--- src/rtl/hvac_pkg.sv ---
// Shared definitions for the thermostat plant: sequencer state encoding and
// temperature format (signed, LSB = 1/16 degC).
package hvac_pkg;

    localparam int TEMP_W_DEF     = 12;
    localparam int TEMP_FRAC_BITS = 4;   // 2**-4 degC per LSB

    typedef enum logic [1:0] {
        S_IDLE    = 2'b00,
        S_HEAT    = 2'b01,
        S_COOL    = 2'b10,
        S_LOCKOUT = 2'b11
    } hvac_state_t;

endpackage

--- src/rtl/hvac_dwell_timer.sv ---
// Saturating up-counter measuring how long the sequencer has sat in its
// current state; cleared synchronously on every state change.
module hvac_dwell_timer #(
    parameter int CNT_W = 8
) (
    input  logic             clock,
    input  logic             reset,
    input  logic             clear,
    output logic [CNT_W-1:0] count
);

    always_ff @(posedge clock or posedge reset) begin
        if (reset) begin
            count <= '0;
        end else if (clear) begin
            count <= '0;
        end else if (count != '1) begin
            count <= count + CNT_W'(1);
        end
    end

endmodule

--- src/rtl/hvac_sequencer.sv ---
// Heat/cool sequencer: deadband decision, minimum on-time, post-run lockout,
// registered mutually exclusive actuator enables.
module hvac_sequencer
    import hvac_pkg::*;
#(
    parameter int TEMP_W  = TEMP_W_DEF,
    parameter int MIN_ON  = 16,
    parameter int MIN_OFF = 8,
    parameter int CNT_W   = 8
) (
    input  logic                     clock,
    input  logic                     reset,
    input  logic                     enable,
    input  logic                     temp_valid,
    input  logic signed [TEMP_W-1:0] temp,
    input  logic signed [TEMP_W-1:0] setpoint,
    input  logic        [TEMP_W-2:0] band,
    output logic                     heat_en,
    output logic                     cool_en,
    output logic        [1:0]        state
);

    hvac_state_t state_q, state_d;
    logic heat_d, cool_d;
    logic [CNT_W-1:0] dwell;

    // One extra bit keeps setpoint +/- band exact over the full input range.
    logic signed [TEMP_W:0] temp_x, sp_x, band_x, low, high;

    assign temp_x = {temp[TEMP_W-1], temp};
    assign sp_x   = {setpoint[TEMP_W-1], setpoint};
    assign band_x = signed'({2'b00, band});
    assign low    = sp_x - band_x;
    assign high   = sp_x + band_x;

    logic want_heat, want_cool, min_on_met, lock_done;

    assign want_heat  = enable && temp_valid && (temp_x < low);
    assign want_cool  = enable && temp_valid && (temp_x > high);
    assign min_on_met = (dwell >= CNT_W'(MIN_ON - 1));
    assign lock_done  = (dwell == CNT_W'(MIN_OFF - 1));

    always_ff @(posedge clock or posedge reset) begin
        if (reset) begin
            state_q <= S_IDLE;
            heat_en <= 1'b0;
            cool_en <= 1'b0;
        end else begin
            state_q <= state_d;
            heat_en <= heat_d;
            cool_en <= cool_d;
        end
    end

    always_comb begin
        state_d = state_q;
        unique case (state_q)
            S_IDLE: begin
                if (want_heat)      state_d = S_HEAT;
                else if (want_cool) state_d = S_COOL;
            end
            S_HEAT: begin
                if (!enable)
                    state_d = S_LOCKOUT;
                else if (temp_valid && (temp_x >= sp_x) && min_on_met)
                    state_d = S_LOCKOUT;
            end
            S_COOL: begin
                if (!enable)
                    state_d = S_LOCKOUT;
                else if (temp_valid && (temp_x <= sp_x) && min_on_met)
                    state_d = S_LOCKOUT;
            end
            S_LOCKOUT: begin
                if (lock_done) state_d = S_IDLE;
            end
            default: state_d = S_IDLE;
        endcase
    end

    // Enables are decoded from the next state so they register with it.
    always_comb begin
        heat_d = (state_d == S_HEAT);
        cool_d = (state_d == S_COOL);
    end

    hvac_dwell_timer #(
        .CNT_W (CNT_W)
    ) u_dwell (
        .clock (clock),
        .reset (reset),
        .clear (state_d != state_q),
        .count (dwell)
    );

    assign state = state_q;

endmodule

--- config.mk ---
export PLATFORM = sky130hd
export DESIGN_NAME = hvac_sequencer
export DESIGN_NICKNAME = d
export VERILOG_FILES = /design/src/rtl/hvac_pkg.sv /design/src/rtl/hvac_dwell_timer.sv /design/src/rtl/hvac_sequencer.sv
export SDC_FILE = /design/constraint.sdc
export NUM_CORES = 1
export LEC_CHECK = 0
export CAP_MARGIN = 30
export CORE_MARGIN = 3
export CORE_UTILIZATION = 44
export CTS_BUF_LIST = sky130_fd_sc_hd__clkbuf_8
export CTS_CLUSTER_SIZE = 30
export DETAILED_ROUTE_END_ITERATION = 16
export PLACE_DENSITY = 0.69
export SKIP_CTS_REPAIR_TIMING = 1
export SLEW_MARGIN = 5
export SYNTH_ARGS = -nofsm -noshare
export SYNTH_HDL_FRONTEND = slang
export SYNTH_SLANG_ARGS = --single-unit
--- constraint.sdc ---
create_clock -name clock -period 2.69 [get_ports clock]
set_clock_uncertainty 0.15 [all_clocks]
set_input_delay 0.4035 -clock clock [delete_from_list [all_inputs] [get_ports clock]]
set_output_delay 0.4035 -clock clock [all_outputs]
set_load 0.005 [all_outputs]
==> qor.csv, run 1 <==
stage,metric,value,unit
synth,simple-gate area share of the yosys netlist,19.2,%
synth,ys async rst share,100,%
sta,Final Max Slew Viols,0,
setup_path,Worst Path Arrival,4.11,ns
clocking,H-Tree Depth,1,
synth,largest family of logic cells by synthesized area,adder cells,
routing,via count,2646,
finish,Post-Layout Inst Area,3950,µm²
routing,Routed WL,7000,µm
place,PortBufs,42,
routing,WL met3,258,µm
die,die area,6490,µm²
routing,DRT Pass-1 Iters,4,
die,# IOs,43,
sta,Final Hold Fails,0,
finish,Final Util,75.4,%
grt,vias in the first global route,2562,
setup_path,CP max stage cell,o41ai_2,
synth,Synth Area in Compound Gates,21.0,%
finish,n_diodes,0,
routing,met1 wire length,3100,µm
setup_path,Reg2Reg Depth,9,
clocking,clock root cell,clkbuf_8,
power,Lkg Pwr,1.96,nW
routing,drt wl/cell,14.0,µm
sta,RSZ-0062 raised after global routing,yes,
status,failing checks,negative setup slack,
synth,Post-Synthesis Cells,308,
routing,drt drc,0,
status,run status,"complete, but fails checks",
finish,layout cells sized above 1,35.0,%
place,dpl hpwl,5530,µm
place,routability cong.,0.911,
power,pwr dens,401,nW/µm²
clocking,clock buffer depth,2,
setup_path,reg2reg start,u_dwell.count[7]$_DFFE_PP0P_,
synth,synthesized-area fraction occupied by adder cells,32.3,%
finish,Area Overhead vs Synth,61.5,%
synth,YS warnings,0,
clocking,clk_lat worst skew,0.24,ns
synth,"EDFF count, synth",0,
sta,max_slew headroom,65.4,%
sta,fmax,242,MHz
routing,number of routed nets with antenna violations,0,
setup_path,Reg2Reg Capture Point,u_dwell.count[1]$_DFFE_PP0P_,
grt,Total GRT Usage,20.7,%
die,CORE AREA,5240,µm²
setup_path,cell family contributing the most delay on the critical path,compound AO/OA/AOI/OAI gates,
routing,metal2 WL,3530,µm
synth,xor/xnor share of the synthesized area,7.88,%
routing,Via density,5.30,
setup_path,reg2reg setup slack,0.58,ns
sta,Final Critical Period,4.14,ns
finish,# nets final,531,
setup_path,Setup crit end kind,register,
synth,mux cell area share after synthesis,0.409,%
synth,synth unique cells,49,
grt,first-pass GRT wire length,11000,µm
clocking,Num CTS Buffers,3,
clocking,clk sinks,12,
setup_path,"Cell Chain, Critical Path",buf_8 > ha_4 > buf_6 > inv_2 > a21oi_2 > nor2_2 > o21ai_2 > a211oi_2 > a221o_1 > o41ai_2 > xnor2_1 > ha_1 > nand4_1 > nor2_2 > o221ai_2 > and4_1 > nor4_2 > a21oi_1 > o21ai_2 > buf_6 > nor2_2,
synth,Main synth FF type,dfrtp_1,
setup_path,crit path max fanout,8,
routing,Initial DRC Count,68,
sta,Final setup viols,12,
place,Placed Area,3510,µm²
grt,Overflow after GRT,0,
sta,PnR worst setup slack,-1.45,ns
grt,largest net degree at the start of global routing,13,
sta,actual slew at the worst max-slew pin,0.515,ns
setup_path,"slowest stage delay, CP",0.38,ns
setup_path,Bufs and invs on worst path,4,
die,row count,26,
setup_path,"Req. time, crit path",2.67,ns
routing,Max Used Layer,met4,
grt,antenna violations before repair,0,
clocking,Worst-path clk slew,0.05,ns
die,Die X,80.6,µm
synth,"Seq/Total Area, Yosys",12.3,%
synth,"Cell Area, Synth",2450,µm²
setup_path,crit path kind,input pin to register,
power,maximum vdd drop,0.314,mV
die,initial core utilization,46.7,%
sta,Final Cycle Share,154,%
synth,Yosys reg bits,12,
synth,Syn Nets,409,
min_path,Hold Crit Class,input pin to async pin,
clocking,CTS tree,done,
synth,Mean Syn Cell Area,7.94,µm²
die,Die Height,80.6,µm
setup_path,CP Launch Type,input pin,
setup_path,most frequent CP cell,nor2_2,
flow_run,Max Cap Viol,0,
cells by family after synthesis:
logic type               Yosys count
buffers and inverters             45
multiplexers                       1
AO/OA/AOI/OAI                     76
AND/OR/NAND/NOR                   90
flip-flops                        12
adder cells (fa/ha/maj)           62
XOR/XNOR                          22
power breakdown:
part	internal (mW)	switching (mW)	total, mW
clock network	0.129	0.0640	0.193
registers	0.236	0.0549	0.291
logic	0.574	0.526	1.10
total	0.939	0.645	1.58
cell usage after synthesis (2+ instances only):
cell type,number,share of area (%)
a211o_1,2,0.72
a211oi_1,3,0.92
a21o_1,6,1.8
a21oi_1,25,5.1
and3_1,2,0.51
dfrtp_1,12,12
fa_1,2,1.6
ha_1,60,31
inv_1,44,6.8
nand2_1,9,1.4
nand2b_1,8,2.0
nand3_1,9,1.8
nand4_1,8,2.0
nor2_1,27,4.1
nor2b_1,3,0.77
nor3_1,9,1.8
nor3_2,2,0.82
nor4_1,3,0.77
o21a_1,3,0.92
o21ai_0,9,1.8
o21bai_1,6,1.8
o22ai_1,2,0.51
o31ai_1,5,1.5
or2_2,2,0.51
or3_1,3,0.77
xnor2_1,20,7.2
xor2_1,2,0.72
routing by layer:
metal  GRT usage, %  up-vias
met5              0        -
li1               -     1346
met3           2.35       12
met2           36.3       57
met1           27.1     1231
met4           4.73        0
area by class of cell:
| type | instances | area, µm² |
|---|---|---|
| Multi-Input combinational cell | 251 | 2290 |
| Fill cell | 370 | 1290 |
| Timing Repair Buffer | 118 | 1050 |
| Sequential cell | 12 | 300 |
| Inverter | 44 | 168 |
| Tap cell | 70 | 87.6 |
| Clock buffer | 4 | 55.1 |
placed cells by master, fill, tap and decap left out, types with 3 or more instances in the layout:
cell type	n
nor2b_1	3
buf_6	5
o21a_1	3
ha_4	11
buf_4	73
a21oi_1	17
nand3_1	9
xnor2_1	20
o21bai_1	4
dlymetal6s2s_1	13
or3_1	3
ha_2	4
clkbuf_8	4
nand4_1	8
nand2b_1	8
a21oi_2	9
inv_2	6
nor3_1	6
ha_1	45
o31ai_2	3
dfrtp_1	12
nor2_2	5
a21o_1	6
clkdlybuf4s50_1	25
nand2_1	9
nor2_1	22
o21ai_0	5
inv_1	37
o21ai_2	4
nor3_2	4
per-stage QoR:
stage	worst slack, ns	setup TNS (ns)	std cells	power (mW)	hold WS [ns]
detailed placement	-2.16	-25.15	488	1.22	0.425
floorplan	-1.12	-12.84	308	0.838	0.118
global route	-1.62	-18.36	499	1.71	0.374
global placement	-2.16	-25.01	488	1.20	0.406
CTS	-1.93	-22.34	492	1.42	0.333
finish	-1.45	-16.44	499	1.58	0.312
worst max path at each step:
stage / start / endpoint / slack (ns) / cells past startpoint
after floorplan: setpoint[0] / u_dwell.count[5]$_DFFE_PP0P_ / -1.12 / 20
after global placement: setpoint[0] / heat_en$_DFF_PP0_ / -2.16 / 21
after detailed placement: setpoint[0] / heat_en$_DFF_PP0_ / -2.16 / 21
after CTS: band[1] / heat_en$_DFF_PP0_ / -1.93 / 21
after global routing: setpoint[1] / u_dwell.count[1]$_DFFE_PP0P_ / -1.62 / 21
final: setpoint[1] / u_dwell.count[1]$_DFFE_PP0P_ / -1.45 / 21
state kept, by name, indices dropped and copies added, names as in the netlist:
register,flops
heat_en,1
state,2
cool_en,1
u_dwell.count,8
No activity file was read; power rests on OpenSTA's default activity.
==> run 2: changes to the inputs <==
--- a/config.mk
+++ b/config.mk
@@ -11,7 +11,7 @@
 export CTS_BUF_LIST = sky130_fd_sc_hd__clkbuf_8
 export CTS_CLUSTER_SIZE = 30
 export DETAILED_ROUTE_END_ITERATION = 16
-export PLACE_DENSITY = 0.69
+export DONT_BUFFER_PORTS = 1
 export SKIP_CTS_REPAIR_TIMING = 1
 export SLEW_MARGIN = 5
 export SYNTH_ARGS = -nofsm -noshare
==> qor.csv, run 2 (synthesized netlist as in run 1, its figures left out) <==
stage,metric,value,unit
status,run status,"complete, but fails checks",
status,failing checks,negative setup slack,
die,row count,26,
sta,fmax,256,MHz
clocking,H-Tree Depth,1,
sta,Final Critical Period,3.90,ns
clocking,clock root cell,clkbuf_8,
routing,via count,2287,
sta,RSZ-0062 raised after global routing,yes,
grt,largest net degree at the start of global routing,13,
sta,WHS,0.439,ns
min_path,hold depth,3,
power,maximum vdd drop,0.351,mV
grt,first-pass GRT wire length,9800,µm
finish,# nets final,460,
routing,DRT Pass-1 Iters,4,
sta,PnR worst setup slack,-1.21,ns
setup_path,most frequent CP cell,a21oi_1,
power,pwr dens,435,nW/µm²
place,routability cong.,0.834,
die,Die X,80.6,µm
die,# IOs,43,
grt,Overflow after GRT,0,
setup_path,"slowest stage delay, CP",0.33,ns
grt,vias in the first global route,2231,
routing,Via density,5.34,
die,CORE AREA,5240,µm²
sta,Final setup viols,12,
die,initial core utilization,46.7,%
clocking,Worst-path clk slew,0.05,ns
setup_path,"Cell Chain, Critical Path",ha_4 > inv_2 > fa_2 > o21bai_1 > a21oi_1 > o21bai_1 > a21oi_2 > o31ai_2 > a21oi_1 > o21bai_1 > xnor2_1 > ha_1 > nand4_1 > nor2_2 > o221ai_2 > and4_1 > nor4_2 > a21oi_1 > o21ai_2 > buf_6 > a21oi_1,
sta,Final Hold Fails,0,
sta,Final Cycle Share,145,%
routing,Routed WL,5850,µm
setup_path,reg2reg setup slack,0.64,ns
place,PortBufs,0,
setup_path,Bufs and invs on worst path,2,
setup_path,CP Launch Type,input pin,
finish,"commonest non-fill, non-tap cell in the layout",ha_1,
clocking,Num CTS Buffers,3,
power,Total Power,1.32,mW
power,Lkg Pwr,1.51,nW
finish,"commonest cells after routing, fill and taps aside","58 x ha_1, 44 x buf_4, 43 x inv_1, 26 x nor2_1, 21 x a21oi_1",
clocking,clock buffer depth,2,
setup_path,crit path kind,input pin to register,
setup_path,Worst Path Arrival,3.87,ns
flow_run,Max Cap Viol,0,
setup_path,CP max stage cell,fa_2,
finish,n_diodes,0,
clocking,CTS tree,done,
clocking,clk sinks,12,
setup_path,"Req. time, crit path",2.66,ns
sta,actual slew at the worst max-slew pin,0.448,ns
setup_path,crit path max fanout,4,
sta,Final Max Slew Viols,0,
clocking,clk_lat worst skew,0.24,ns
sta,max_slew headroom,70.1,%
sta,setup TNS,-13.85,ns
grt,Total GRT Usage,18.6,%
place,placed cell count,422,
place,dpl hpwl,5110,µm
finish,Area Overhead vs Synth,24.4,%
min_path,Hold Crit Class,input pin to register,
routing,Initial DRC Count,118,
grt,antenna violations before repair,0,
setup_path,Reg2Reg Depth,10,
routing,number of routed nets with antenna violations,0,
finish,max reg flops,8,
routing,drt wl/cell,13.7,µm
routing,drt drc,0,
finish,Reg with most FFs,u_dwell.count,
setup_path,cell family contributing the most delay on the critical path,compound AO/OA/AOI/OAI gates,
setup_path,Crit path depth,21,
place,Setup WS pre-CTS,-1.65,ns
die,Die Height,80.6,µm
finish,layout cells sized above 1,22.6,%
setup_path,Setup crit end kind,register,
finish,Layout Cells excl Fill,428,
die,die area,6490,µm²
-- run 2: changes by cell type in the layout (fill, tap and decap cells not counted), sizes merged --
cell	previous run	this run
dlymetal6s2s	13	0
buf	80	46
dlygate4sd3	0	1
clkdlybuf4s50	25	0
-- run 2: metal layers --
layer,GRT usage [%],vias to the layer above,part of all wire [%]
li1,-,1210,-
met1,25.1,1020,48
met2,31.4,55,46
met3,3.25,2,5.6
met4,2.53,0,0.26
met5,0,-,0
-- run 2: where the power goes --
group / switching (mW) / leakage, nW / internal [mW]
Clock: 0.0660 / 0.0288 / 0.129
Sequential: 0.0568 / 0.152 / 0.236
Combinational: 0.416 / 1.33 / 0.421
-- run 2: metrics by stage --
step	area, µm²	util (%)
5_1_grt	3040	58.1
6_report	3040	58.1
4_1_cts	2960	56.6
3_5_place_dp	2910	55.5
3_3_place_gp	2910	55.5
2_1_floorplan	2500	-
-- run 2: path summary, 6_finish.rpt --
kind / startpoint / endpoint
min: enable / state[0]$_DFF_PP0_
max: setpoint[0] / u_dwell.count[5]$_DFFE_PP0P_
max reg2reg: u_dwell.count[0]$_DFFE_PP0P_ / u_dwell.count[5]$_DFFE_PP0P_
min in group asynchronous: reset / u_dwell.count[4]$_DFFE_PP0P_
min reg2reg: u_dwell.count[0]$_DFFE_PP0P_ / u_dwell.count[0]$_DFFE_PP0P_
max in group asynchronous: reset / state[1]$_DFF_PP0_
-- run 2: layout make-up --
cell class,instances,area [µm²]
clock buffer,4,55.1
multi-input combinational,251,2070
inverter,44,165
tap,70,87.6
timing repair buffer,47,363
fill,491,2190
sequential,12,300
-- run 2: worst reg2reg max path, cell delays in order (launching register included) --
cell and delay, ns:
dfrtp_1 0.40, ha_1 0.25, nand3_1 0.11, nand2_1 0.10, a21o_1 0.20, o31ai_1 0.06, nand2_1 0.12, a21boi_2 0.17
o21ai_2 0.21, buf_6 0.14, a21oi_1 0.04
